### src/rtl/dti_pr_rob_state_table.sv
// rtl/dti_pr_rob_state_table.sv - multi-entry DTI page-request ROB connection-state tracker
module dti_pr_rob_state_table #(
  parameter int                    ENTRY_NUM  = 8,
  parameter int                    TID_WIDTH  = 6,
  parameter int                    TRANS_MAX  = 16,
  parameter int                    DATA_WIDTH = 80,
  parameter int                    KEEP_WIDTH = 10,
  parameter logic [KEEP_WIDTH-1:0] DIS_KEEP   = 10'h00f
) (
  input  logic                  clk,
  input  logic                  rst,
  input  logic                  con_req_valid,
  input  logic [TID_WIDTH-1:0]  con_req_tid,
  output logic                  con_req_ready,
  input  logic                  con_ack,
  input  logic                  con_deny,
  input  logic [TID_WIDTH-1:0]  evt_tid,
  input  logic                  dis_req,
  input  logic                  part_reset,
  input  logic                  trans_req,
  input  logic [TID_WIDTH-1:0]  trans_tid,
  input  logic                  trans_last,
  input  logic                  trans_ack,
  input  logic [TID_WIDTH-1:0]  ack_tid,
  input  logic                  dis_ack,
  output logic                  req_valid,
  input  logic                  req_ready,
  output logic [DATA_WIDTH-1:0] req_data,
  output logic [KEEP_WIDTH-1:0] req_keep,
  output logic                  req_last,
  output logic [TID_WIDTH-1:0]  req_tid,
  output logic [ENTRY_NUM-1:0]  idle_vec,
  output logic                  dis_done,
  output logic [TID_WIDTH-1:0]  dis_done_tid,
  output logic                  err_overflow,
  output logic                  err_underflow,
  output logic                  err_dup
);

  localparam int CNT_W = $clog2(TRANS_MAX + 1);
  localparam int PTR_W = (ENTRY_NUM > 1) ? $clog2(ENTRY_NUM) : 1;

  localparam logic [2:0] S_IDLE          = 3'd0;
  localparam logic [2:0] S_REQ_CON       = 3'd1;
  localparam logic [2:0] S_BYPASS        = 3'd2;
  localparam logic [2:0] S_NORMAL_DIS    = 3'd3;
  localparam logic [2:0] S_PARTIAL_RESET = 3'd4;
  localparam logic [2:0] S_REQ_DIS       = 3'd5;

  logic [2:0]           state_q [ENTRY_NUM];
  logic [2:0]           state_d [ENTRY_NUM];
  logic [TID_WIDTH-1:0] tid_q   [ENTRY_NUM];
  logic [TID_WIDTH-1:0] tid_d   [ENTRY_NUM];
  logic [CNT_W-1:0]     cnt_q   [ENTRY_NUM];
  logic [CNT_W-1:0]     cnt_d   [ENTRY_NUM];
  logic [ENTRY_NUM-1:0] tf_q, tf_d;
  logic [PTR_W-1:0]     ptr_q, ptr_d;

  logic                 ovf_q, ovf_d, unf_q, unf_d, dup_q, dup_d;
  logic                 done_q, done_d;
  logic [TID_WIDTH-1:0] done_tid_q, done_tid_d;

  logic [ENTRY_NUM-1:0] idle_w, evt_hit, trans_hit, ack_hit, dup_hit;
  logic [ENTRY_NUM-1:0] req_vec, flush_vec, done_cand, inc_vec, dec_vec;
  logic [ENTRY_NUM-1:0] at_max, at_zero, alloc_sel, done_sel, gnt_vec;
  logic                 dup_any, alloc_fire, found_alloc, found_done, found_gnt;
  logic [PTR_W-1:0]     grant_idx, scan_idx;
  logic [PTR_W:0]       scan_sum, ptr_nxt;

  // Per-entry decode of TID matches, requests and counter boundaries
  always_comb begin
    for (int i = 0; i < ENTRY_NUM; i++) begin
      idle_w[i]    = (state_q[i] == S_IDLE);
      evt_hit[i]   = !idle_w[i] && (tid_q[i] == evt_tid);
      trans_hit[i] = !idle_w[i] && (tid_q[i] == trans_tid);
      ack_hit[i]   = !idle_w[i] && (tid_q[i] == ack_tid);
      dup_hit[i]   = !idle_w[i] && (tid_q[i] == con_req_tid);
      at_max[i]    = (cnt_q[i] == CNT_W'(TRANS_MAX));
      at_zero[i]   = (cnt_q[i] == '0);
      flush_vec[i] = (state_q[i] == S_PARTIAL_RESET) && !tf_q[i];
      req_vec[i]   = (state_q[i] == S_PARTIAL_RESET) && (!tf_q[i] || at_zero[i]);
      done_cand[i] = (state_q[i] == S_NORMAL_DIS) && at_zero[i];
      inc_vec[i]   = trans_req && trans_hit[i];
      dec_vec[i]   = trans_ack && ack_hit[i];
    end
  end

  assign dup_any    = |dup_hit;
  assign alloc_fire = con_req_valid && con_req_ready && !dup_any;

  // Lowest-index pick for allocation and for disconnect completion
  always_comb begin
    alloc_sel   = '0;
    done_sel    = '0;
    found_alloc = 1'b0;
    found_done  = 1'b0;
    done_tid_d  = '0;
    for (int i = 0; i < ENTRY_NUM; i++) begin
      if (!found_alloc && idle_w[i]) begin
        alloc_sel[i] = 1'b1;
        found_alloc  = 1'b1;
      end
      if (!found_done && done_cand[i]) begin
        done_sel[i] = 1'b1;
        found_done  = 1'b1;
        done_tid_d  = tid_q[i];
      end
    end
  end

  // Round-robin grant starting at the pointer, built only from registered state
  always_comb begin
    gnt_vec   = '0;
    grant_idx = '0;
    found_gnt = 1'b0;
    scan_sum  = '0;
    scan_idx  = '0;
    for (int k = 0; k < ENTRY_NUM; k++) begin
      scan_sum = {1'b0, ptr_q} + (PTR_W+1)'(k);
      if (scan_sum >= (PTR_W+1)'(ENTRY_NUM)) begin
        scan_sum = scan_sum - (PTR_W+1)'(ENTRY_NUM);
      end
      scan_idx = scan_sum[PTR_W-1:0];
      if (!found_gnt && req_vec[scan_idx]) begin
        found_gnt         = 1'b1;
        grant_idx         = scan_idx;
        gnt_vec[scan_idx] = 1'b1;
      end
    end
  end

  // Pointer moves past the granted entry only when the beat is taken
  always_comb begin
    ptr_d   = ptr_q;
    ptr_nxt = {1'b0, grant_idx} + (PTR_W+1)'(1);
    if (found_gnt && req_ready) begin
      ptr_d = (ptr_nxt >= (PTR_W+1)'(ENTRY_NUM)) ? '0 : ptr_nxt[PTR_W-1:0];
    end
  end

  // Next-state for every entry FSM, its counter and trans_finish flag
  always_comb begin
    for (int i = 0; i < ENTRY_NUM; i++) begin
      state_d[i] = state_q[i];
      tid_d[i]   = tid_q[i];
      cnt_d[i]   = cnt_q[i];
      tf_d[i]    = tf_q[i];
      if (inc_vec[i] && !dec_vec[i] && !at_max[i]) begin
        cnt_d[i] = cnt_q[i] + CNT_W'(1);
      end else if (dec_vec[i] && !inc_vec[i] && !at_zero[i]) begin
        cnt_d[i] = cnt_q[i] - CNT_W'(1);
      end
      if (inc_vec[i]) begin
        tf_d[i] = trans_last;
      end
      case (state_q[i])
        S_IDLE: begin
          if (alloc_fire && alloc_sel[i]) begin
            state_d[i] = S_REQ_CON;
            tid_d[i]   = con_req_tid;
            cnt_d[i]   = '0;
            tf_d[i]    = 1'b0;
          end
        end
        S_REQ_CON: begin
          if (evt_hit[i] && con_deny)     state_d[i] = S_IDLE;
          else if (evt_hit[i] && con_ack) state_d[i] = S_BYPASS;
        end
        S_BYPASS: begin
          if (evt_hit[i] && part_reset)   state_d[i] = S_PARTIAL_RESET;
          else if (evt_hit[i] && dis_req) state_d[i] = S_NORMAL_DIS;
        end
        S_NORMAL_DIS: begin
          if (done_sel[i]) state_d[i] = S_IDLE;
        end
        S_PARTIAL_RESET: begin
          // Acceptance overrides a same-cycle trans_last update
          if (gnt_vec[i] && req_ready) begin
            if (flush_vec[i]) tf_d[i]    = 1'b1;
            else              state_d[i] = S_REQ_DIS;
          end
        end
        S_REQ_DIS: begin
          if (dis_ack && ack_hit[i]) state_d[i] = S_IDLE;
        end
        default: state_d[i] = S_IDLE;
      endcase
    end
    ovf_d  = |(inc_vec & ~dec_vec & at_max);
    unf_d  = |(dec_vec & ~inc_vec & at_zero);
    dup_d  = con_req_valid && con_req_ready && dup_any;
    done_d = found_done;
  end

  // State registers with synchronous reset
  always_ff @(posedge clk) begin
    if (rst) begin
      for (int i = 0; i < ENTRY_NUM; i++) begin
        state_q[i] <= S_IDLE;
        tid_q[i]   <= '0;
        cnt_q[i]   <= '0;
      end
      tf_q       <= '0;
      ptr_q      <= '0;
      ovf_q      <= 1'b0;
      unf_q      <= 1'b0;
      dup_q      <= 1'b0;
      done_q     <= 1'b0;
      done_tid_q <= '0;
    end else begin
      for (int i = 0; i < ENTRY_NUM; i++) begin
        state_q[i] <= state_d[i];
        tid_q[i]   <= tid_d[i];
        cnt_q[i]   <= cnt_d[i];
      end
      tf_q       <= tf_d;
      ptr_q      <= ptr_d;
      ovf_q      <= ovf_d;
      unf_q      <= unf_d;
      dup_q      <= dup_d;
      done_q     <= done_d;
      done_tid_q <= done_tid_d;
    end
  end

  assign idle_vec      = idle_w;
  assign con_req_ready = |idle_w;
  assign req_valid     = found_gnt;
  assign req_data      = '0;
  assign req_last      = found_gnt;
  assign req_keep      = !found_gnt ? '0 : (flush_vec[grant_idx] ? '1 : DIS_KEEP);
  assign req_tid       = found_gnt ? tid_q[grant_idx] : '0;
  assign dis_done      = done_q;
  assign dis_done_tid  = done_tid_q;
  assign err_overflow  = ovf_q;
  assign err_underflow = unf_q;
  assign err_dup       = dup_q;

endmodule

### config.mk
export PLATFORM = sky130hd
export DESIGN_NAME = dti_pr_rob_state_table
export DESIGN_NICKNAME = d
export VERILOG_FILES = /design/src/rtl/dti_pr_rob_state_table.sv
export SDC_FILE = /design/constraint.sdc
export NUM_CORES = 1
export LEC_CHECK = 0
export CAP_MARGIN = 20
export CORE_MARGIN = 10
export CORE_UTILIZATION = 55
export CTS_CLUSTER_DIAMETER = 60
export CTS_CLUSTER_SIZE = 40
export DETAILED_ROUTE_END_ITERATION = 6
export GPL_ROUTABILITY_DRIVEN = 0
export GPL_TIMING_DRIVEN = 0
export PLACE_DENSITY = 0.79
export SETUP_SLACK_MARGIN = 0.15
export SLEW_MARGIN = 20
export SYNTH_ARGS = -nofsm -noshare
export SYNTH_HDL_FRONTEND = slang
export SYNTH_SLANG_ARGS = --single-unit
export TNS_END_PERCENT = 100
### constraint.sdc
create_clock -name clk -period 7.4 [get_ports clk]
set_input_delay 2.22 -clock clk [delete_from_list [all_inputs] [get_ports clk]]
set_output_delay 2.22 -clock clk [all_outputs]
set_load 0.02 [all_outputs]
* Word level (Yosys, flattened, before mapping)
Memories as Yosys holds them, arrays and structs flattened. Index checks and enable logic that the tools add are counted.
Storage, ports and cells: bits in registers 21, memories 3, bits in writable memories 112, word-level logic and storage cells 778
Memory list:
- tid_q | words 8, width 6, read ports 9, clocked after memory_dff 0, write ports 8, RTL line 52 | logic [TID_WIDTH-1:0] tid_q [ENTRY_NUM];
- cnt_q | words 8, width 5, read ports 8, clocked after memory_dff 0, write ports 8, RTL line 54 | logic [CNT_W-1:0] cnt_q [ENTRY_NUM];
- state_q | words 8, width 3, read ports 8, clocked after memory_dff 0, write ports 8, RTL line 50 | logic [2:0] state_q [ENTRY_NUM];
Cells by class: bitwise gates (word level) 37, $add $sub $neg 32, reductions and logical operators 291, muxes and demuxes 302, order comparisons 26, eq/ne operators 80
Operator list (count):
- $mux W3 | 97
- $mux W5 | 40
- $mux W6 | 33
- $logic_and A1 B1 Y1 | 193
- $eq A6 B6 Y1 | 32
- $pmux W3 S6 | 8
- $mux W1 | 89
- $logic_not A1 Y1 | 70
- $mux W8 | 8
- $or A8 B8 Y8 | 7
- $eq A3 B2 Y1 const B | 16
- $eq A3 B3 Y1 const B | 16
- $add A5 B1 Y5 const B | 8
- $eq A5 B5 Y1 const B | 8
- $logic_not A5 Y1 | 8
- $sub A5 B1 Y5 const B | 8
- $lt A3 B4 Y1 const B | 9
- $and A8 B8 Y8 | 4
- $ge A4 B4 Y1 const B | 8
- $reduce_or A8 Y1 | 4
- $bmux W1 S3 | 9
- $demux W1 S3 | 8
- $eq A3 B1 Y1 const B | 8
- $ge A3 B1 Y1 const B | 8
- 11 further kinds | 69

* Logic depth before layout (Yosys ltp)
Gate-level depths: netlist (run 1). An unclocked memory read counts as a cell.
depth after elaboration 32, gate-level depth with buffers 18

* Worst setup path before layout (run 1)
OpenSTA, ideal clock, no wires.
path type reg-to-output, start point reg ptr_q[0], end point out req_tid[5], slack 1.100 ns, cell stages (with the launch flop) 17, buffers on the path 5, data arrival time 4.080 ns, required time 5.180 ns, cells stage by stage dfxtp_1 -> clkinv_1 -> buf_2 -> ha_1 -> buf_2 -> inv_1 -> buf_2 -> mux4_2 -> mux2_2 -> nor2b_1 -> nand3_2 -> a22o_1 -> buf_6 -> buf_6 -> mux2i_1 -> mux2_1 -> o22ai_1
Between the ends: word-level cells in the longest chain between the ends 28, elaborated cells on any way between the ends 79, those cells by class add/sub (15); order compare (8); mux (41); reduce/logical (14); memory (1)
Ends and longest elaborated chain:
- from (decl) | RTL line 57 | logic [PTR_W-1:0] ptr_q, ptr_d;
- from (signal assigned) | RTL line 217 | ptr_q <= ptr_d;
- branches (longest 27 deep; another with $add A3 B1 Y4)
- $mux W6 (*) | RTL line 232 | assign req_tid = found_gnt ? tid_q[grant_idx] : '0;
- to (decl) | RTL line 31 | output logic [TID_WIDTH-1:0] req_tid,
Mark *: on every way between the ends. The select of a mux whose other input is x is not followed.

* Worst setup path in the final report (run 1)
start point reg ptr_q[0], end point out req_keep[7]
Between the ends: word-level cells in the longest chain between the ends 30, elaborated cells on any way between the ends 81, those cells by class add/sub (15); order compare (8); mux (44); reduce/logical (14)
Ends and longest elaborated chain:
- branches (longest 29 deep; another with $add A3 B1 Y4)
- $mux W10 (*) | RTL line 231 | assign req_keep = !found_gnt ? '0 : (flush_vec[grant_idx] ? '1 : DIS_KEEP);
- to (decl) | RTL line 29 | output logic [KEEP_WIDTH-1:0] req_keep,
Marks and branches as above.

==> reports/metrics.cfg, run 1 <==
[run_status]
status=complete, no violations

[timing]
slew_viol_final=0
fin_crit_ns=7.09
finalSetupTns_ns=0
tightest_slew_ns=1.29
finClkSkew_ns=0.00847
relSlewSlack_pct=13.4
max_freq_mhz=141
fin_crit_sh_pct=95.8
hold_viol_final=0
rsz0062_at_grt=no
finalSetupViolations=0

[layout]
drive_above_1_share_pct=13.1
fill_cells=2014
multiInputGateArea_um2=9170
nets=1852
area_growth_pct=14.5
seq_area_um2=2660
stdcell_count=2119
fin_util_pct=63.7

[yosys]
synth_cell_types=92
synthesis.area_um2=13000
yosysTopAreaCellShare_pct=20.5
synth.largest_area_cell=dfxtp_1
synthTopCellsByArea=dfxtp_1 21%, xnor2_1 10%, mux2i_1 8.9%
seq_area_frac_synth_pct=20.5
yosys_warnings=0
dominantRegCellSynth=dfxtp_1
synthCells=1638
synth_area_per_cell_um2=7.92
ys_seq_elements=133
async_flop_share_pct=0
synth_edf_count=0

[drt]
drt-pass1-iter-count=6
drc=0
routed_via_density=6.19
vias=13100
drt_wl_total_um=45000
drt_iter0_drc=1799
wl_per_cell_um=21.2
postRouteAntennaNets=0

[placement]
port_buffers=44
place_inst=2080
dp_hpwl_um=33000

[hold_path]
hold_depth=2
min_to=cnt_q[1][6]$_SDFF_PP0_
hold_class=reg2reg
hp-start=cnt_q[1][6]$_SDFF_PP0_

[critical_path]
path_class=reg2out
cp.arrival_ns=4.87
crit_required_ns=5.18
r2r_slack_ns=3.00
critPathLaunchType=flop
reg2reg_depth=12
worstReg2RegStart=cnt_q[0][5]$_SDFF_PP0_
setup.worst_path.end_class=output port
cp_max_fo=10
rr_endpoint=state_q[1][9]$_SDFFE_PP0P_

[global_routing]
grt_pass1_vias=12400
grt_overflow=0
grt_util_all_layers_pct=28.4
grt_pass1_wl_um=69300
grt_max_degree=17
antenna_found_initial=2

[clock_network]
clkLatencyLatePin_ns=0.44
tritoncts=built
cts.htree.levels=4
cts_root_buffer=clkbuf_16
clkSinkCount=133
path_clk_slew_ns=0.06
cts_inserted_buffers=17
cts_buffer_depth=2

[job]
cap_violations=0

[die]
start_util_pct=55.6
row_count=56
dieArea_um2=30100
die_height_um=174
dieWidth_um=174
ios=153
core_um2=23300

[power]
peakVddDrop_mv=0.202
p_per_area_nw_per_um2=211
total_leakage_power_nw=5.78
total_power_w=0.00313

routing by layer:
layer	vias to the layer above	share of wire, %	track usage, %
met3	211	13	8.12
met5	-	0	0
met4	0	6.3	16.9
met2	933	44	45.1
met1	6033	37	33.4
li1	5943	-	-
power breakdown:
group	internal [W]	switching, W
Combinational	0.000534	0.000879
Sequential	0.000771	0.0000367
Clock	0.000542	0.000372
Total	0.00185	0.00129
flip-flops by register name, indices dropped and copies added, names as in the netlist:
name and flops:
dis_done_tid 6, cnt_q 40, dis_done 1, err_overflow 1, ptr_q 3, err_underflow 1
tid_q 48, state_q 24, err_dup 1, tf_q 8
critical path, cell delays in order, from the launching register on:
cell	delay [ns]
dfxtp_2	0.40
clkinv_4	0.11
buf_4	0.20
ha_1	0.30
buf_2	0.20
inv_2	0.10
buf_6	0.15
mux4_2	0.62
mux2_4	0.36
nor2b_4	0.15
nand3_2	0.12
a22o_1	0.29
buf_6	0.16
buf_6	0.16
mux2i_1	0.19
mux2i_1	0.10
mux2_2	0.35
buf_4	0.15
dlygate4sd2_1	0.32
layout by cell type (no fill, tap or decap), types with 33 or more instances in the layout:
cell type and count:
a21oi_1 64, buf_4 97, clkbuf_1 87, conb_1 80
dfxtp_1 132, inv_1 36, mux2i_1 115, nand2_1 101
nand3_1 41, nand4_1 46, nor2_1 144, nor3_1 45
nor4_1 33, o21ai_0 49, xnor2_1 148, xor2_1 82
cell type report:
class / count / area share, %
inverters: 41 / 1.15
flip-flops and latches: 133 / 17.9
repair buffers: 49 / 3.12
clock inverters: 14 / 1.18
diodes: 2 / 0.0337
multi-input cells: 1301 / 61.8
clock buffers: 18 / 2.96
well taps: 319 / 2.69
plain buffers: 242 / 9.17
synthesized netlist by cell type, types with 36 or more instances:
cell type / number
nand4_1: 46
dfxtp_1: 133
o21ai_0: 49
buf_4: 91
nand3_1: 41
nor4_1: 36
nand2_1: 101
nor3_1: 47
a21oi_1: 66
xnor2_1: 148
nor2_1: 144
inv_1: 37
clkbuf_1: 87
xor2_1: 82
mux2i_1: 115
what timing repair did:
action | CTS | global route
hold buffers | 0 | 0
gates resized for setup | 18 | 12
buffers inserted | 1 | 4
setup endpoints to repair | 17 | 17
cloned | 0 | 0
pin swaps | 1 | 0
per-stage QoR:
step,worst slack [ns],instance area [µm²],hold slack (ns)
after floorplan,1.10,13300,0.493
after CTS,0.165,14800,0.564
after global placement,0.0304,14100,0.514
after global routing,0.140,14800,0.602
after detailed placement,-0.0684,14100,0.554
final,0.308,14900,0.561
logic make-up after synthesis:
logic type / after synthesis / synth area share [%]
adder cells (fa/ha/maj): 31 / 2.99
XOR/XNOR: 230 / 15.5
multiplexers: 148 / 13.1
AND/OR/NAND/NOR: 540 / 21.7
other: 1 / 0.0289
buffers and inverters: 283 / 11.7
flip-flops: 133 / 20.5
AO/OA/AOI/OAI: 272 / 14.4
worst max-delay path by stage:
| stage | startpoint | cells after the start | slack, ns | end |
|---|---|---|---|---|
| final | ptr_q[0]$_SDFFE_PP0P_ | 18 | 0.31 | req_keep[7] |
| after CTS | ptr_q[0]$_SDFFE_PP0P_ | 18 | 0.16 | req_keep[7] |
| after global placement | ptr_q[0]$_SDFFE_PP0P_ | 16 | 0.03 | req_keep[7] |
| after detailed placement | ptr_q[0]$_SDFFE_PP0P_ | 16 | -0.07 | req_keep[7] |
| after global routing | ptr_q[0]$_SDFFE_PP0P_ | 17 | 0.14 | req_keep[7] |
| after floorplan | ptr_q[0]$_SDFFE_PP0P_ | 16 | 1.10 | req_tid[5] |
(Power assumes the default switching activity.)
==> run 2: changes to the inputs <==
--- a/config.mk
+++ b/config.mk
@@ -5,6 +5,7 @@
 export SDC_FILE = /design/constraint.sdc
 export NUM_CORES = 1
 export LEC_CHECK = 0
+export ABC_AREA = 1
 export CAP_MARGIN = 20
 export CORE_MARGIN = 10
 export CORE_UTILIZATION = 55
==> run 2 against run 1 <==
Compared with the run above:
- sequential share of layout area is 0.19 points lower
- critical path type unchanged
- the flow now finishes with violations (DRC)
- sequential power is 3.6% higher
- critical endpoint unchanged
- clock-buffer cell count stayed put
- worst setup slack better by 0.086 ns
- wire length is 15% higher
==> reports/metrics.cfg, run 2 <==
[run_status]
status=complete, but fails checks
violations=DRC

[drt]
drt-pass1-iter-count=7  ; +1
wl_per_cell_um=20.0  ; -5.6%
vias=15600  ; +19%
drt_iter0_drc=2781  ; +55%
drt_wl_total_um=51800  ; +15%
routed_via_density=6.01  ; -2.9%
drc=108  ; +108
postRouteAntennaNets=0  ; unchanged

[placement]
pre_cts_ws_ns=0.452  ; +0.521 ns
dp_hpwl_um=37900  ; +15%
port_buffers=47  ; +6.8%

[timing]
slew_viol_final=0  ; unchanged
hold_viol_final=0  ; unchanged
finalSetupTns_ns=0  ; unchanged
timing.hold.ws_ns=0.466  ; -0.0942 ns
finClkSkew_ns=0.0125  ; +0.00403 ns
finalSetupViolations=0  ; unchanged
fin_crit_ns=7.01  ; -0.0862 ns
rsz0062_at_grt=no
max_freq_mhz=143  ; +1.2%
setup_ws_ns=0.394  ; +0.0862 ns
tightest_slew_ns=1.05  ; -0.240 ns
relSlewSlack_pct=30.2  ; +17 points
fin_crit_sh_pct=94.7  ; -1.2 points

[yosys]
synth.most_common_cell=nand2_1
synth_cell_types=61  ; -34%
async_flop_share_pct=0  ; unchanged
yosysTopAreaCellShare_pct=20.2  ; -0.36 points
seq_area_frac_synth_pct=20.2  ; -0.36 points
synth.largest_area_cell=dfxtp_1
yosys_warnings=0  ; unchanged
synth_common_cells=364 x nand2_1, 230 x inv_1, 230 x nor2_1
synthCells=2108  ; +29%
synthesis.area_um2=13200  ; +1.8%
synth_edf_count=0  ; unchanged
ys_seq_elements=133  ; unchanged
dominantRegCellSynth=dfxtp_1
synth_area_per_cell_um2=6.26  ; -21%
synthTopCellsByArea=dfxtp_1 20%, nand2_1 10%, nand3_1 7.2%

[power]
p_per_area_nw_per_um2=410  ; +94%
peakVddDrop_mv=0.419  ; +110%
total_leakage_power_nw=6.86  ; +19%

[critical_path]
crit_required_ns=5.18  ; about the same
path_class=reg2out
critPathLaunchType=flop
r2r_slack_ns=3.37  ; +0.37 ns
cp.arrival_ns=4.79  ; -0.08 ns
setup.worst_path.end_class=output port
cp_max_fo=10  ; unchanged

[layout]
final_cell_mix=364 x nand2_1, 230 x nor2_1, 228 x inv_1
drive_above_1_share_pct=11.9  ; -1.1 points
nets=2323  ; +25%
area_growth_pct=13.7
layout_commonest_cell=nand2_1
fill_cells=2195  ; +9.0%
largest-register=tid_q
top_regs=tid_q x48, cnt_q x40, state_q x24
diodes=0  ; -2
largest_reg_flops=48  ; unchanged

[clock_network]
cts_inserted_buffers=17  ; unchanged
cts_root_buffer=clkbuf_16
clkSinkCount=133  ; unchanged
tritoncts=built
cts_buffer_depth=2  ; unchanged
clkLatencyLatePin_ns=0.45  ; about the same
cts.htree.levels=4  ; unchanged
cts_hold_buf=0  ; unchanged
path_clk_slew_ns=0.07  ; about the same

[die]
ios=153  ; unchanged
die_height_um=175  ; +0.79%
dieArea_um2=30600  ; +1.6%
row_count=56  ; unchanged
start_util_pct=56.1  ; +0.49 points
core_um2=23500  ; +0.90%
dieWidth_um=175  ; +0.79%

[global_routing]
grt_util_all_layers_pct=31.8  ; +3.4 points
antenna_found_initial=0  ; -2
grt_pass1_vias=14100  ; +14%
grt_max_degree=17  ; unchanged
grt_pass1_wl_um=76900  ; +11%
grt_overflow=0  ; unchanged

[job]
cap_violations=0  ; unchanged

[hold_path]
hold_class=reg2reg

==> run 2: cells by family (layout without fill, tap and decap cells) <==
family,Yosys count,in the layout,share of synthesized area (%)
xor+xnor,160,160,10.6
other cells,1,80,0.0284
compound gates,334,334,14.8
mux,1,1,0.0853
fa+ha+maj,31,31,2.94
buf+inv,453,535,16.2
flops,133,133,20.2
simple gates,995,995,35.1
==> run 2: area by class of cell <==
| type | instances | area (µm²) | share of cell area, % |
|---|---|---|---|
| Buffer | 198 | 1180 | 7.88 |
| Clock buffer | 18 | 439 | 2.93 |
| Clock inverter | 14 | 141 | 0.942 |
| Inverter | 255 | 962 | 6.41 |
| Multi-Input combinational cell | 1601 | 8700 | 58.0 |
| Sequential cell | 133 | 2660 | 17.7 |
| Tap cell | 319 | 399 | 2.66 |
| Timing Repair Buffer | 50 | 523 | 3.48 |
==> run 2: report_power, final <==
part	internal [W]	switching (W)
clock	0.000480	0.000390
combinational	0.00156	0.00288
sequential	0.000776	0.0000611
total	0.00282	0.00333
==> run 2: path summary, 6_finish.rpt <==
check / startpoint / end / cells after the start
hold reg to reg: state_q[1][10]$_SDFFE_PP0P_ / state_q[1][10]$_SDFFE_PP0P_ / 2
hold / removal: state_q[1][10]$_SDFFE_PP0P_ / state_q[1][10]$_SDFFE_PP0P_ / 2
setup reg to reg: ptr_q[0]$_SDFFE_PP0P_ / ptr_q[1]$_SDFFE_PP0P_ / 22
setup / recovery: ptr_q[0]$_SDFFE_PP0P_ / req_keep[7] / 25
==> run 2: critical path: stages, from the launching register on <==
cell and delay, ns:
dfxtp_1 0.32, buf_4 0.17, inv_2 0.06, buf_4 0.17
buf_2 0.26, ha_1 0.26, clkbuf_1 0.17, inv_1 0.14
buf_4 0.20, nand3_1 0.14, nand3_1 0.16, inv_1 0.09
nor2_4 0.18, nand4_4 0.19, nor2_8 0.18, nand2_1 0.10
nand3b_2 0.16, nand2_4 0.13, inv_1 0.24, nand2_1 0.09
nand3_1 0.12, nand3_1 0.12, nand2_1 0.23, inv_2 0.10
buf_4 0.14, dlymetal6s2s_1 0.20
==> run 2: timing repair <==
item / CTS / global route
pin swaps: 0 / 1
endpoints found under the setup margin: 8 / 12
gates resized for setup: 1 / 17
hold endpoints to repair: 0 / 0
setup buffers: 0 / 3
==> run 2: metal layers <==
layer	routed length [µm]	GRT usage [%]	vias to the layer above
met3	8920	15.4	335
met5	124	1.50	-
met4	3220	15.3	6
li1	-	-	7066
met2	21000	46.5	1281
met1	18600	38.1	6867
==> run 2: per-stage QoR <==
| stage | total power (W) | instances | area (µm²) | utilization (%) |
|---|---|---|---|---|
| final | 0.00615 | 2588 | 15000 | 63.8 |
| after global routing | 0.00639 | 2588 | 15000 | 63.8 |
| after CTS | 0.00590 | 2585 | 14900 | 63.5 |
| after detailed placement | 0.00503 | 2553 | 14400 | 61.0 |
| after global placement | 0.00499 | 2553 | 14400 | 61.0 |
| after floorplan | 0.00366 | 2187 | 13500 | - |
